## config.mk

```make
export PLATFORM = sky130hd
export DESIGN_NAME = node_turn_executor
export DESIGN_NICKNAME = d
export VERILOG_FILES = /design/src/rtl/node_turn_executor.sv
export SDC_FILE = /design/constraint.sdc
export NUM_CORES = 1
export LEC_CHECK = 0
export ABC_AREA = 0
export CAP_MARGIN = 30
export CORE_MARGIN = 10
export CORE_UTILIZATION = 45
export DETAILED_ROUTE_END_ITERATION = 6
export GPL_TIMING_DRIVEN = 0
export PLACE_DENSITY = 0.71
export SETUP_SLACK_MARGIN = 0.5
export SYNTH_ARGS = -nofsm -noshare
export SYNTH_HDL_FRONTEND = slang
export SYNTH_SLANG_ARGS = --single-unit
```

## constraint.sdc

```tcl
create_clock -name clk_3125KHz -period 1.2 [get_ports clk_3125KHz]
set_clock_uncertainty 0.2 [all_clocks]
set_input_delay 0.24 -clock clk_3125KHz [delete_from_list [all_inputs] [get_ports clk_3125KHz]]
set_output_delay 0.24 -clock clk_3125KHz [all_outputs]
set_load 0.01 [all_outputs]
```

## src/rtl/node_turn_executor.sv

```systemverilog
// node_turn_executor: node detection, path_mapping handshake and turn manoeuvres for the line follower.
// Optional TURN_WATCHDOG_EN: spin timeout that latches a sticky fault.
module node_turn_executor #(
    parameter int NODE_DEB     = 4,
    parameter int PLAN_WAIT    = 16,
    parameter int CLEAR_CYC    = 3125,
    parameter int TURN_MIN     = 1563,
    parameter int TURN_TIMEOUT = 31250
) (
    input  logic       clk_3125KHz,
    input  logic       reset,
    input  logic       start,
    input  logic       line_l,
    input  logic       line_c,
    input  logic       line_r,
    input  logic [1:0] turn_flag,
    output logic       node_flag,
    output logic       node_changed,
    output logic [1:0] mtr_l,
    output logic [1:0] mtr_r,
    output logic       busy,
    output logic       fault
);
    localparam int W  = $clog2(TURN_TIMEOUT + 1);
    localparam int DW = $clog2(NODE_DEB + 1);
    localparam logic [W-1:0]  PLAN_END  = W'(PLAN_WAIT - 1);
    localparam logic [W-1:0]  CLEAR_END = W'(CLEAR_CYC - 1);
    localparam logic [W-1:0]  SPIN_MIN  = W'(TURN_MIN);
    localparam logic [DW-1:0] DEB_END   = DW'(NODE_DEB - 1);
`ifdef TURN_WATCHDOG_EN
    localparam logic [W-1:0]  TO_END    = W'(TURN_TIMEOUT - 1);
`endif
    localparam logic [3:0] IDLE = 4'd0, FOLLOW = 4'd1, NODE = 4'd2, REQ = 4'd3, PLAN = 4'd4,
                           CLEAR = 4'd5, SPIN_OUT = 4'd6, SPIN_IN = 4'd7, FAULT = 4'd8;
    logic [1:0] rst_sync;
    logic rst;
    logic [3:0] state, state_n;
    logic [W-1:0] cnt, cnt_n, cnt_inc;
    logic [DW-1:0] deb, deb_n, deb_inc;
    logic armed, armed_n, node_flag_n, node_changed_n, fault_n, all_hi;
    logic [1:0] turn, turn_n, laps, laps_n, mtr_l_n, mtr_r_n;
    // Reset asserts immediately, releases on a clock edge
    always_ff @(posedge clk_3125KHz or posedge reset)
        if (reset) rst_sync <= 2'b11;
        else rst_sync <= {rst_sync[0], 1'b0};
    assign rst = rst_sync[1];
    assign all_hi = line_l & line_c & line_r;
    assign cnt_inc = (&cnt) ? cnt : cnt + 1'b1;
    assign deb_inc = (&deb) ? deb : deb + 1'b1;
    always_comb begin
        state_n = state;
        cnt_n = cnt_inc;
        deb_n = deb;
        armed_n = armed;
        turn_n = turn;
        laps_n = laps;
        mtr_l_n = mtr_l;
        mtr_r_n = mtr_r;
        node_flag_n = 1'b0;
        node_changed_n = 1'b0;
        fault_n = fault;
        case (state)
            IDLE: begin
                mtr_l_n = 2'b00;
                mtr_r_n = 2'b00;
                deb_n = '0;
                cnt_n = '0;
                armed_n = 1'b1;
                if (start) state_n = FOLLOW;
            end
            FOLLOW: begin
                if (!start) begin
                    state_n = IDLE;
                    mtr_l_n = 2'b00;
                    mtr_r_n = 2'b00;
                    deb_n = '0;
                end else begin
                    mtr_l_n = (line_l ^ line_r) ? {1'b0, line_r} : (line_l | line_c | line_r) ? 2'b01 : mtr_l;
                    mtr_r_n = (line_l ^ line_r) ? {1'b0, line_l} : (line_l | line_c | line_r) ? 2'b01 : mtr_r;
                    armed_n = armed | ~all_hi;
                    deb_n = (all_hi && armed) ? deb_inc : '0;
                    if (all_hi && armed && deb == DEB_END) begin
                        state_n = NODE;
                        node_flag_n = 1'b1;
                        mtr_l_n = 2'b00;
                        mtr_r_n = 2'b00;
                        deb_n = '0;
                    end
                end
            end
            NODE: begin
                state_n = REQ;
                node_changed_n = 1'b1;
                cnt_n = '0;
            end
            REQ: state_n = PLAN;
            PLAN: if (cnt == PLAN_END) begin
                turn_n = turn_flag;
                state_n = CLEAR;
                cnt_n = '0;
                mtr_l_n = 2'b01;
                mtr_r_n = 2'b01;
            end
            CLEAR: if (cnt == CLEAR_END) begin
                cnt_n = '0;
                if (turn == 2'd0) begin
                    state_n = FOLLOW;
                    armed_n = 1'b0;
                    deb_n = '0;
                end else begin
                    state_n = SPIN_OUT;
                    laps_n = (turn == 2'd2) ? 2'd2 : 2'd1;
                    mtr_l_n = (turn == 2'd3) ? 2'b10 : 2'b01;
                    mtr_r_n = (turn == 2'd3) ? 2'b01 : 2'b10;
                end
            end
            SPIN_OUT: if (!line_c && cnt >= SPIN_MIN) begin
                state_n = SPIN_IN;
                cnt_n = '0;
            end
            SPIN_IN: if (line_c) begin
                cnt_n = '0;
                laps_n = laps - 2'd1;
                state_n = (laps == 2'd1) ? FOLLOW : SPIN_OUT;
                if (laps == 2'd1) begin
                    armed_n = 1'b0;
                    deb_n = '0;
                    mtr_l_n = 2'b01;
                    mtr_r_n = 2'b01;
                end
            end
            FAULT: cnt_n = cnt;
            default: state_n = IDLE;
        endcase
`ifdef TURN_WATCHDOG_EN
        if ((state == SPIN_OUT || state == SPIN_IN) && cnt == TO_END) begin
            state_n = FAULT;
            mtr_l_n = 2'b00;
            mtr_r_n = 2'b00;
            fault_n = 1'b1;
        end
`endif
    end
    always_ff @(posedge clk_3125KHz or posedge rst)
        if (rst) begin
            state <= IDLE;
            cnt <= '0;
            deb <= '0;
            armed <= 1'b0;
            turn <= 2'd0;
            laps <= 2'd0;
            mtr_l <= 2'b00;
            mtr_r <= 2'b00;
            node_flag <= 1'b0;
            node_changed <= 1'b0;
            busy <= 1'b0;
            fault <= 1'b0;
        end else begin
            state <= state_n;
            cnt <= cnt_n;
            deb <= deb_n;
            armed <= armed_n;
            turn <= turn_n;
            laps <= laps_n;
            mtr_l <= mtr_l_n;
            mtr_r <= mtr_r_n;
            node_flag <= node_flag_n;
            node_changed <= node_changed_n;
            busy <= (state_n != IDLE) && (state_n != FAULT);
            fault <= fault_n;
        end
endmodule
```

==> out/qor.csv <==
metric,value,unit
grt_max_degree,12,
cp-end-kind,register,
cts_buffer_depth,2,
root_buffer,clkbuf_8,
totalPowerFinal,3940,uW
portBuffers,14,
final_common_cell,dfrtp_1,
p_per_area,1220,mW/mm2
switching_share,0.350,
rows,25,
die_y,89.6,um
synth_edf_count,0,
critPathMaxFanout,4,
synth.area.top_cells,"dfrtp_1, ha_1, xnor2_1",
fin_ws,-1490,ps
final_cell_mix,"dfrtp_1, buf_4, nand2_1, nand3_1, inv_1",
status,"finished, violations left",
track_usage,0.157,
initialDrtViolationCount,189,
p_int,2560,uW
grt-ovfl-total,0,
dieWidth,89.6,um
fillers,346,
dpl.hpwl,3.55,mm
max_slew.worst_pin.slew,717,ps
synth-main-ff-cell,dfrtp_1,
slew_headroom,0.515,
rsz0062_at_grt,yes,
p_seq_frac,0.361,
postSynthAreaPerCell,9.05,um2
cts_made_buffers,5,
grt_pass1_wl,9.73,mm
layout-drive-gt1-share,0.398,
cp.arrival,2670,ps
switchingPower,1380,uW
worstPathRequired,1180,ps
antenna_found_initial,0,
wirelength_met1,2.53,mm
wl_met2,3.07,mm
initial_core_util,0.462,
wl_per_cell,16.8,um
yosysWarnings,0,
multiInputGateArea,0.00146,mm2
area_delta_synth_final,47.9,%
vdd_ir_drop_max,0.000960,V
seq_area,907,um2
ant_nets,0,
netlist_instances,241,
routed_via_density,5.72,
clk_pin_slew_worst_paths,70,ps
vias,2095,
synth_cell_types,56,
nets,314,
synth-seq-cells,36,
start_kind,register,
synth_top_area_share,0.390,
post_dp_cell_area,0.00249,mm2
cts_tree,yes,
finalNonFillerCells,366,
drc,0,
cts_sinks,36,
yosysSeqAreaShare,0.414,
fin_crit_sh,2.25,
clockPowerShare,0.232,
drv_cap,0,
die_area,0.00803,mm2
crit_type,register to register,
combPwrFrac,0.407,
power.leakage,0.00134,uW
syn_area,0.00218,mm2
synth.largest_area_cell,dfrtp_1,
insertion_delay,300,ps
ios,16,
slew_violations,0,
topRoutingLayerUsed,met4,
core_area,0.00472,mm2
gp_congestion,0.935,
fin_area,0.00323,mm2
async_flop_share,1.00,
layout_min_cycle_time,2690,ps
hold_viol,0,
violations,setup timing,
dp_cells,324,
grt_pass1_vias,2018,
post-route-util,0.683,
hp-class,input pin to asynchronous set/reset pin,
antennaDiodeCount,0,
htreeDepth,2,
drtPass1Iterations,4,
setup_viol,41,
fmax,371,MHz
wl_met3,307,um
routed_wl,6.15,mm
==> flip-flops by register name, summed over array words and instances, names as in the netlist <==
signal / flops
deb: 3
laps: 2
state: 4
rst_sync: 2
armed: 1
node_changed: 1
mtr_r: 2
busy: 1
mtr_l: 2
turn: 2
node_flag: 1
cnt: 15
==> final cells by class <==
class / count / share of cell area
Timing Repair Buffer: 48 / 0.150
Timing Repair inverter: 1 / 0.00233
Clock buffer: 6 / 0.0256
Multi-Input combinational cell: 176 / 0.453
Clock inverter: 2 / 0.00310
Sequential cell: 36 / 0.281
Inverter: 17 / 0.0209
Buffer: 13 / 0.0384
Tap cell: 67 / 0.0260
==> cells by family (layout without fill, tap and decap cells) <==
logic type,after synthesis,count (layout),synth area share
muxes,7,7,0.0350
other,1,2,0.00172
buffers and inverters,30,87,0.0539
AOI/OAI and AO/OA,42,42,0.143
and+or+nand+nor,105,105,0.258
adders and majority gates,9,9,0.0505
DFF,36,36,0.414
xor gates and xnor gates,11,11,0.0442
==> worst max-delay path, cell delays in order (launching register included) <==
cell and delay [ps]:
dfrtp_1 400, or4_4 550, or4_4 490, or3_1 330
a32o_1 260, or3_1 360
==> power groups by stage <==
stage | sequential, uW | combinational [uW] | clock [uW]
after floorplan | 1440 | 648 | 0
after global placement | 1440 | 918 | 0
after detailed placement | 1440 | 941 | 0
after CTS | 1420 | 1130 | 941
after global routing | 1440 | 1710 | 998
final | 1420 | 1600 | 913
==> metal layers <==
layer,track usage,vias to the layer above
li1,-,986
met1,0.182,1018
met2,0.265,69
met3,0.0397,22
met4,0.0723,0
met5,0,-
==> cells in the mapped netlist, drive strengths merged (5+ instances only) <==
| library cell | n |
|---|---|
| dfrtp | 34 |
| nand2 | 21 |
| nor2 | 18 |
| inv | 17 |
| nand3 | 17 |
| nor4 | 10 |
| xnor2 | 10 |
| clkbuf | 9 |
| nor3 | 9 |
| ha | 8 |
| o21ai | 8 |
| a21oi | 7 |
| mux2 | 5 |
| or3 | 5 |
| or4 | 5 |
==> metrics by stage <==
| step | hold slack (ps) | worst slack (ps) | TNS [ps] |
|---|---|---|---|
| 3_5_place_dp | 148 | -1780 | -46890 |
| 6_report | 65.3 | -1490 | -41370 |
| 5_1_grt | 85.1 | -1560 | -43580 |
| 4_1_cts | 57.3 | -1540 | -43510 |
| 2_1_floorplan | -48.5 | -1460 | -38030 |
| 3_3_place_gp | 147 | -1760 | -45960 |
==> path summary, 6_finish.rpt <==
path | slack, ps | startpoint | cells after the start | to
worst min register to register | 120 | rst_sync[1] | 2 | node_changed
worst min-delay path | 70 | reset | 2 | rst_sync[1]
min in group clk_3125KHz | 160 | rst_sync[0] | 0 | rst_sync[1]
worst max register to register | -1490 | cnt[9] | 5 | busy
worst max-delay path | -1490 | cnt[9] | 5 | busy
max in group asynchronous | 550 | rst_sync[1] | 2 | cnt[13]
==> what timing repair did <==
action                                 in CTS  in global routing
cloned                                      1                  1
setup buffers                              21                 11
hold buffers                                0                  0
pin swaps                                  14                 20
endpoints found under the hold margin       0                  0
resized for setup                          67                 54
setup endpoints to repair                  76                 42
(Power assumes the default switching activity.)
